`src/rtl/sequential_divider_pkg.sv`:
```
// div_pkg: shared types and constants for the sequential divider
package div_pkg;
    localparam int XLEN = 32;
    localparam int CNT_W = 6;
    localparam logic [XLEN-1:0] DIV_ZERO_QUOT = '1;
    typedef enum logic [1:0] {IDLE, ITER, FIX} div_state_t;
endpackage

```
`src/rtl/sequential_divider_if.sv`:
```
// sequential_divider_if: start/busy/done handshake plus operands and results; abort exists under SEQ_DIV_ABORT_EN
interface sequential_divider_if #(parameter int N = div_pkg::XLEN) ();
    logic start;
    logic is_signed;
    logic [N-1:0] dividend;
    logic [N-1:0] divisor;
    logic busy;
    logic done;
    logic [N-1:0] quotient;
    logic [N-1:0] remainder;
    logic div_by_zero;
`ifdef SEQ_DIV_ABORT_EN
    logic abort;
    modport master (output start, is_signed, dividend, divisor, abort,
                    input busy, done, quotient, remainder, div_by_zero);
    modport slave (input start, is_signed, dividend, divisor, abort,
                   output busy, done, quotient, remainder, div_by_zero);
`else
    modport master (output start, is_signed, dividend, divisor,
                    input busy, done, quotient, remainder, div_by_zero);
    modport slave (input start, is_signed, dividend, divisor,
                   output busy, done, quotient, remainder, div_by_zero);
`endif
endinterface

```
`src/rtl/sequential_divider_div_step.sv`:
```
// div_step: one restoring division step on magnitudes (shift, trial subtract, restore)
module div_step #(parameter int N = 32) (
    input  logic [N:0]   rem,
    input  logic [N-1:0] quo,
    input  logic [N-1:0] dsr,
    output logic [N:0]   rem_nxt,
    output logic [N-1:0] quo_nxt
);
    logic [N+1:0] sh;
    logic ge;
    assign sh = {rem, quo[N-1]};
    assign ge = sh >= {2'b0, dsr};
    assign rem_nxt = ge ? (N+1)'(sh - {2'b0, dsr}) : (N+1)'(sh);
    assign quo_nxt = {quo[N-2:0], ge};
endmodule

```
`src/rtl/sequential_divider.sv`:
```
// sequential_divider: 32-step restoring divider, signed/unsigned; abort input added when SEQ_DIV_ABORT_EN is defined
module sequential_divider
    import div_pkg::*;
#(parameter int N = XLEN) (
    input logic clk,
    input logic reset,
    sequential_divider_if.slave bus
);
    div_state_t state;
    logic [CNT_W-1:0] cnt;
    logic [N:0] rem, rem_nxt;
    logic [N-1:0] quo, quo_nxt, dsr;
    logic q_neg, r_neg, zero, a_neg, b_neg, abort_req;

    assign a_neg = bus.is_signed & bus.dividend[N-1];
    assign b_neg = bus.is_signed & bus.divisor[N-1];
`ifdef SEQ_DIV_ABORT_EN
    assign abort_req = bus.abort & (state != IDLE);
`else
    assign abort_req = 1'b0;
`endif

    div_step #(.N(N)) u_step (.rem(rem), .quo(quo), .dsr(dsr), .rem_nxt(rem_nxt), .quo_nxt(quo_nxt));

    // control FSM with datapath and registered outputs; a zero divisor skips ITER and carries the raw dividend in rem
    always_ff @(posedge clk or negedge reset) begin
        if (!reset) begin
            state <= IDLE;
            cnt <= '0;
            rem <= '0;
            quo <= '0;
            dsr <= '0;
            q_neg <= 1'b0;
            r_neg <= 1'b0;
            zero <= 1'b0;
            bus.busy <= 1'b0;
            bus.done <= 1'b0;
            bus.quotient <= '0;
            bus.remainder <= '0;
            bus.div_by_zero <= 1'b0;
        end else begin
            bus.done <= 1'b0;
            if (abort_req) begin
                state <= IDLE;
                bus.busy <= 1'b0;
            end else begin
                case (state)
                    IDLE: if (bus.start) begin
                        bus.busy <= 1'b1;
                        bus.div_by_zero <= 1'b0;
                        cnt <= '0;
                        zero <= bus.divisor == '0;
                        quo <= a_neg ? -bus.dividend : bus.dividend;
                        dsr <= b_neg ? -bus.divisor : bus.divisor;
                        q_neg <= a_neg ^ b_neg;
                        r_neg <= a_neg & (bus.divisor != '0);
                        rem <= (bus.divisor == '0) ? {1'b0, bus.dividend} : '0;
                        state <= (bus.divisor == '0) ? FIX : ITER;
                    end
                    ITER: begin
                        rem <= rem_nxt;
                        quo <= quo_nxt;
                        cnt <= cnt + 1'b1;
                        if (cnt == CNT_W'(N-1)) state <= FIX;
                    end
                    FIX: begin
                        bus.quotient <= zero ? DIV_ZERO_QUOT : (q_neg ? -quo : quo);
                        bus.remainder <= r_neg ? -rem[N-1:0] : rem[N-1:0];
                        bus.div_by_zero <= zero;
                        bus.done <= 1'b1;
                        bus.busy <= 1'b0;
                        state <= IDLE;
                    end
                    default: state <= IDLE;
                endcase
            end
        end
    end
endmodule

```
`src/flat_wrapper.sv`:
```
// flat-port wrapper written by rule: the top's interface ports become plain ports
module sequential_divider_flat import div_pkg::*;
#(parameter int N = XLEN)
  (clk, reset, bus_start, bus_is_signed, bus_dividend, bus_divisor, bus_busy, bus_done, bus_quotient, bus_remainder, bus_div_by_zero);
  sequential_divider_if #(.N(N)) bus_i ();
  input logic clk;
  input logic reset;
  input wire logic [$bits(bus_i.start)-1:0] bus_start;
  input wire logic [$bits(bus_i.is_signed)-1:0] bus_is_signed;
  input wire logic [$bits(bus_i.dividend)-1:0] bus_dividend;
  input wire logic [$bits(bus_i.divisor)-1:0] bus_divisor;
  output wire logic [$bits(bus_i.busy)-1:0] bus_busy;
  output wire logic [$bits(bus_i.done)-1:0] bus_done;
  output wire logic [$bits(bus_i.quotient)-1:0] bus_quotient;
  output wire logic [$bits(bus_i.remainder)-1:0] bus_remainder;
  output wire logic [$bits(bus_i.div_by_zero)-1:0] bus_div_by_zero;
  assign bus_i.start = bus_start;
  assign bus_i.is_signed = bus_is_signed;
  assign bus_i.dividend = bus_dividend;
  assign bus_i.divisor = bus_divisor;
  assign bus_busy = bus_i.busy;
  assign bus_done = bus_i.done;
  assign bus_quotient = bus_i.quotient;
  assign bus_remainder = bus_i.remainder;
  assign bus_div_by_zero = bus_i.div_by_zero;
  sequential_divider #(.N(N)) u_core (.clk(clk), .reset(reset), .bus(bus_i));
endmodule
```
`config.mk`:
```
export PLATFORM = sky130hd
export DESIGN_NAME = sequential_divider_flat
export DESIGN_NICKNAME = d
export VERILOG_FILES = /design/src/rtl/sequential_divider_pkg.sv /design/src/rtl/sequential_divider_if.sv /design/src/rtl/sequential_divider_div_step.sv /design/src/rtl/sequential_divider.sv /design/src/flat_wrapper.sv
export SDC_FILE = /design/constraint.sdc
export NUM_CORES = 1
export LEC_CHECK = 0
export BUFFER_PORTS_ARGS = -buffer_cell sky130_fd_sc_hd__clkbuf_2
export CORE_MARGIN = 2
export CORE_UTILIZATION = 53
export DETAILED_ROUTE_END_ITERATION = 16
export PLACE_DENSITY = 0.8
export REMOVE_ABC_BUFFERS = 1
export SLEW_MARGIN = 15
export SYNTH_ARGS = -nofsm -noshare
export SYNTH_HDL_FRONTEND = slang
export SYNTH_HIERARCHICAL = 1
export SYNTH_SLANG_ARGS = --single-unit
export TNS_END_PERCENT = 10
```
`constraint.sdc`:
```
create_clock -name clk -period 3.21 [get_ports clk]
set_input_delay 0.1605 -clock clk [delete_from_list [all_inputs] [get_ports clk]]
set_output_delay 0.1605 -clock clk [all_outputs]
set_load 0.01 [all_outputs]
```
# == Word level (Yosys, flattened, before mapping) ==
# Cells that the tools add are included.
# word_totals
ff_bits,175
latchBits,0
mem_bits_rw,0
rom_bits,0
inputBits,68
output_inout_bits,67
word_cells,60
memories,0
# op_classes
addsub,6
multipliers,0
div,0
n_lt_le_gt_ge,1
eq_ne,5
shifts,0
mux,22
n_bitwise,4
n_reduce_logical,9
# ops
operator,count
$mux 32,7
$neg 32->32,4
$mux 33,2
$pmux 33 s2,1
$pmux 32 s2,1
$ge 34x32->1,1
$sub 33x32->33,1
$logic_not 32->1,1
$reduce_bool 32->1,1
$pmux 6 s2,1
$reduce_and 2->1,4
$add 6x1->6 const B,1
$eq 6x5->1 const B,1
$mux 2,3
$mux 6,1
$pmux 1 s2,2
$pmux 2 s2,1
$reduce_bool 2->1,2
$and 1x1->1,3
$mux 1,3
$eq 2x1->1 const B,1
$eq 2x2->1 const B,1
$logic_not 2->1,1
$ne 2x1->1 const B,1
2 further kinds,2

# == Depth between registers and ports, before layout ==
# logic_depth
ltp_word,4
depth_mapped,16
mapped_depth_nobuf,15

# == Modules after synthesis ==
# Netlist, hierarchy kept.
# by_module_without_submodules
mod,n_inst,cells_each,area_per_inst_um2,seq_area_each_um2
sequential_divider,1,1068,9658.0,4379.2
div_step,1,402,2617.5,0.0

# == Worst setup path after synthesis ==
# OpenSTA, ideal clock, no wires.
# synth_path
kind,reg-to-reg
from,register u_core.quo[31]
to,register u_core.rem[28]
setup_ns,0.126
arrival_time_ns,3.019
required_time_ns,3.084
slack_ns,0.065
path_stages_with_launch,15
path_buffers,0
synth_period_minus_slack_ns,3.145
cell_sequence,dfrtp_1 -> inv_1 -> ha_1 -> inv_1 -> fa_1 -> a211oi_2 -> o21ai_2 -> nand4b_2 -> a2111oi_4 -> nor3_2 -> or4_1 -> mux2i_1 -> a311oi_1 -> and3_1 -> a221o_1
# synth_via
elab_chain_len,3
elab_cells_between_ends,4
cone_classes,add/sub (1); order compare (1); mux (2)
# synth_lines
item,line_no,source
from (decl),sequential_divider.sv:12,"logic [N-1:0] quo, quo_nxt, dsr;"
from (signal assigned),sequential_divider.sv:53,quo <= a_neg ? -bus.dividend : bus.dividend;
from (signal assigned),sequential_divider.sv:62,quo <= quo_nxt;
$sub 33x32->33 / $ge 34x32->1 (equally long branches),"sequential_divider_div_step.sv:13, sequential_divider_div_step.sv:12",
$mux 33 (*),sequential_divider_div_step.sv:13,"assign rem_nxt = ge ? (N+1)'(sh - {2'b0, dsr}) : (N+1)'(sh);"
via u_core.rem_nxt[28],sequential_divider.sv:11,"logic [N:0] rem, rem_nxt;"
$pmux 33 s2 (*),sequential_divider.sv:47,case (state)
to (signal assigned),sequential_divider.sv:57,"rem <= (bus.divisor == '0) ? {1'b0, bus.dividend} : '0;"
to (signal assigned),sequential_divider.sv:61,rem <= rem_nxt;
to (decl),sequential_divider.sv:11,
# The timed path passes the listed nets; every way through them passes the cells marked *.
# A chain may end at the register's enable or synchronous reset.

# == Final worst setup path ==
# layout_path
from,register u_core.rem[14]
to,register u_core.rem[21]
# layout_via
elab_chain_len,3
elab_cells_between_ends,4
cone_classes,add/sub (1); order compare (1); mux (2)
# layout_lines
item,line_no,source
$ge 34x32->1,sequential_divider_div_step.sv:12,"assign ge = sh >= {2'b0, dsr};"
via u_core.quo_nxt[0],sequential_divider.sv:12,
$mux 33,sequential_divider_div_step.sv:13,
via u_core.rem_nxt[21],sequential_divider.sv:11,
$pmux 33 s2,sequential_divider.sv:47,
# The timed path passes the listed nets, and every way through them passes these cells.

==> impl_metrics.ini <==
[logic_synthesis]
synth.area.mux_share_pct = 0.499
synth_top_area_share_pct = 35.7
yosys.cell_types.count = 88
synth_edf_count = 0
synthSimpleGateAreaFrac_pct = 21.9
postSynthCellCount = 1470
mapped_area_mm2 = 0.0123
post-synth-top-area-cell = dfrtp_1
synth.yosys.seq_area_share_pct = 35.7
yosys-top-cells-area = dfrtp_1 (36%), xor2_1 (6.1%), nand2_1 (5.1%)
combinational_family_with_the_most_area_after_synthesis = compound AO/OA/AOI/OAI gates
avgSynthCellArea_um2 = 8.35
yosys_warnings = 6
synth_most_common_cell = dfrtp_1
async_reset_ff_share_pct = 100
post_synth_most_frequent_cells = dfrtp_1 (175), nand2_1 (168), nor2_1 (135), a21oi_1 (123), o21ai_0 (110)
ys_seq_elements = 175
yosys.area_share.xor_xnor_pct = 9.28
synth-compound-area-share_pct = 22.3
synth-main-ff-cell = dfrtp_1
synthAdderAreaFrac_pct = 3.93

[sta]
setup-violations-final = 0
timing.final.crit_period_ns = 3.16
hold_violations = 0
tightestPinTransition_ns = 0.783
timing.final.crit_share_pct = 98.3
timing.fmax_mhz = 317
grt_setup_unrepaired = yes
maxSlewHeadroom_pct = 47.6
finalMaxSlewViolations = 0
final.setup_skew_ns = 0.0172

[pwr]
power.density_mw_per_mm2 = 1140
p_leak_nw = 6.18
ir_worst_vdd_mv = 0.569
post-layout-total-power_w = 0.0162

[clock_network]
cts-buffers-inserted = 17
cell_at_the_root_of_the_clock_tree = clkbuf_16
worst_setup_hold_path_clk_slew_ns = 0.07
clk_path_buf_depth = 2
h-tree-depth = 4
tritoncts = done
numClockSinks = 175
clk_latency_ns = 0.44

[worst_setup_path]
worstPathRequired_ns = 3.52
critical-path-top-cell-by-count = a21oi_1
longest_individual_stage_delay_on_the_worst_path_ns = 0.47
worstSetupStartpointType = register
maximum_fanout_along_the_worst_path = 16
crit_path_cell_trace = ha_1 > a21oi_1 > o21ai_1 > o41ai_2 > o21ai_2 > or3_4 > nand2_8 > inv_6 > buf_12 > nor2_1 > a21oi_1 > and3_1 > a221o_1
worstPathArrival_ns = 3.46
critPathBufInv = 2
timing.critical_path.max_delay_family = compound AO/OA/AOI/OAI gates
crit_path_end_kind = register
setup.worst_path.class = reg2reg
crit_path_top_delay_cell = or3_4

[cells_and_area]
layout-drive-gt1-share_pct = 19.6
utilization_pct = 62.5
final_cells = 1903
fin_nets = 1710
area_growth_pct = 15.6

[die]
initial_core_util_pct = 54.1
std_cell_rows = 55
die-width_um = 156
pin_count = 135
fp.coreArea_mm2 = 0.0227
die-area_mm2 = 0.0244
die-height_um = 156

[routing]
detail-route-antenna-nets = 0
avgRoutedWirePerCell_um = 19.7
vias = 11989
drc = 0
drt_first_pass_iters = 6
detailedRoute.firstIterationViolations = 1061
drt_wl_total_mm = 37.6
detail_route.vias_per_cell = 6.30

[placed_design]
port_buffers = 134
post-place-cells = 1865
detailed_place_hpwl_mm = 27.7
place.gp.congestion = 0.936

[global_routing]
antenna_violations_before_repair = 0
first_pass_grt_wire_length_mm = 59.7
gr-usage-all-layers_pct = 31.1
grt_max_degree = 76
global_route.overflow_total = 0
grt_pass1_vias = 11441

[run_status]
outcome = finished, final reports clean

[run]
max_cap_violation_count = 0

[worst_hold_path]
holdCritPathClass = in2reg
[power breakdown]
part	switching, W	total (W)	internal, W
Combinational	0.00522	0.00980	0.00458
Sequential	0.000942	0.00416	0.00321
Clock	0.000986	0.00224	0.00126
[area by class of cell]
cell class,instances,area (um^2)
antenna,1,2.50
clock buffer,18,429
clock inverter,14,200
fill,1958,8520
inverter,49,189
multi-input combinational,1136,7210
sequential,175,4380
tap,285,357
timing repair buffer,225,1420
[tightest hold or removal path: stages]
cell and delay [ns]:
clkbuf_2 0.12, nand2_1 0.07, o211ai_2 0.05
[timing repair]
item	4_1_cts	5_1_grt
gates cloned	0	0
pin swaps	1	6
setup endpoints to repair	3	32
hold endpoints to repair	31	0
gates resized for setup	1	25
setup buffers	1	5
hold buffers	1	0
[metrics by stage]
| step | instance area, um^2 | hold slack [ns] | TNS, ns | setup slack [ns] |
|---|---|---|---|---|
| global route | 14200 | 0.0196 | -0.390 | -0.0464 |
| finish | 14200 | 0.00532 | 0 | 0.0546 |
| global placement | 13400 | 0.0764 | 0 | 0.0205 |
| floorplan | 11700 | -0.135 | -140.99 | -1.85 |
| CTS | 14100 | 0.00160 | 0 | 0.00138 |
| detailed placement | 13400 | 0.0818 | -0.0540 | -0.0357 |
[registers in the layout, summed over array words and instances, names as in the netlist]
register and flops:
u_core/bus.quotient 32, u_core/bus.div_by_zero 1, u_core/quo 32, u_core/rem 33, u_core/dsr 32, u_core/zero 1
u_core/state 2, u_core/r_neg 1, u_core/bus.done 1, u_core/bus.remainder 32, u_core/bus.busy 1, u_core/cnt 6
u_core/q_neg 1
[layer usage]
metal / up-vias / wire length, um / share of wire, % / track usage (%)
li1: 5568 / - / - / -
met1: 5711 / 15500 / 41 / 40.8
met2: 593 / 17500 / 47 / 50.1
met3: 117 / 3030 / 8.1 / 6.58
met4: 0 / 1560 / 4.1 / 13.1
met5: - / 0 / 0 / 0
[cell families (layout without fill, tap and decap cells)]
group / after synthesis / count (layout)
flops: 175 / 175
simple gates: 540 / 540
mux: 6 / 6
buf+inv: 159 / 306
fa+ha+maj: 38 / 38
compound gates: 422 / 422
other cells: 0 / 1
xor+xnor: 130 / 130
[placed cells by master, fill, tap and decap left out, types with 17 or more instances in the layout]
cell / instances
a21oi_1: 121
a221o_1: 26
and3_1: 40
buf_4: 84
clkbuf_16: 17
clkbuf_2: 133
dfrtp_1: 174
ha_1: 35
inv_1: 47
nand2_1: 167
nand3_1: 39
nand4_1: 20
nor2_1: 125
nor3_1: 28
o21ai_0: 109
o22ai_1: 17
o31ai_1: 24
or4_1: 17
xnor2_1: 44
xor2_1: 86
[path summary, 6_finish.rpt]
kind	from	end	slack, ns	depth (start not counted)
min in group asynchronous	reset	u_core/bus.quotient[12]	0.18	2
worst max-delay path	u_core/rem[14]	u_core/rem[21]	0.05	13
max in group asynchronous	reset	u_core/rem[21]	2.16	3
worst min-delay path	bus_dividend[0]	u_core/rem[0]	0.005	3
worst max register to register	u_core/rem[14]	u_core/rem[21]	0.05	13
worst min register to register	u_core/bus.remainder[2]	u_core/bus.remainder[2]	0.48	2
Power figures use the tool's default switching activity.
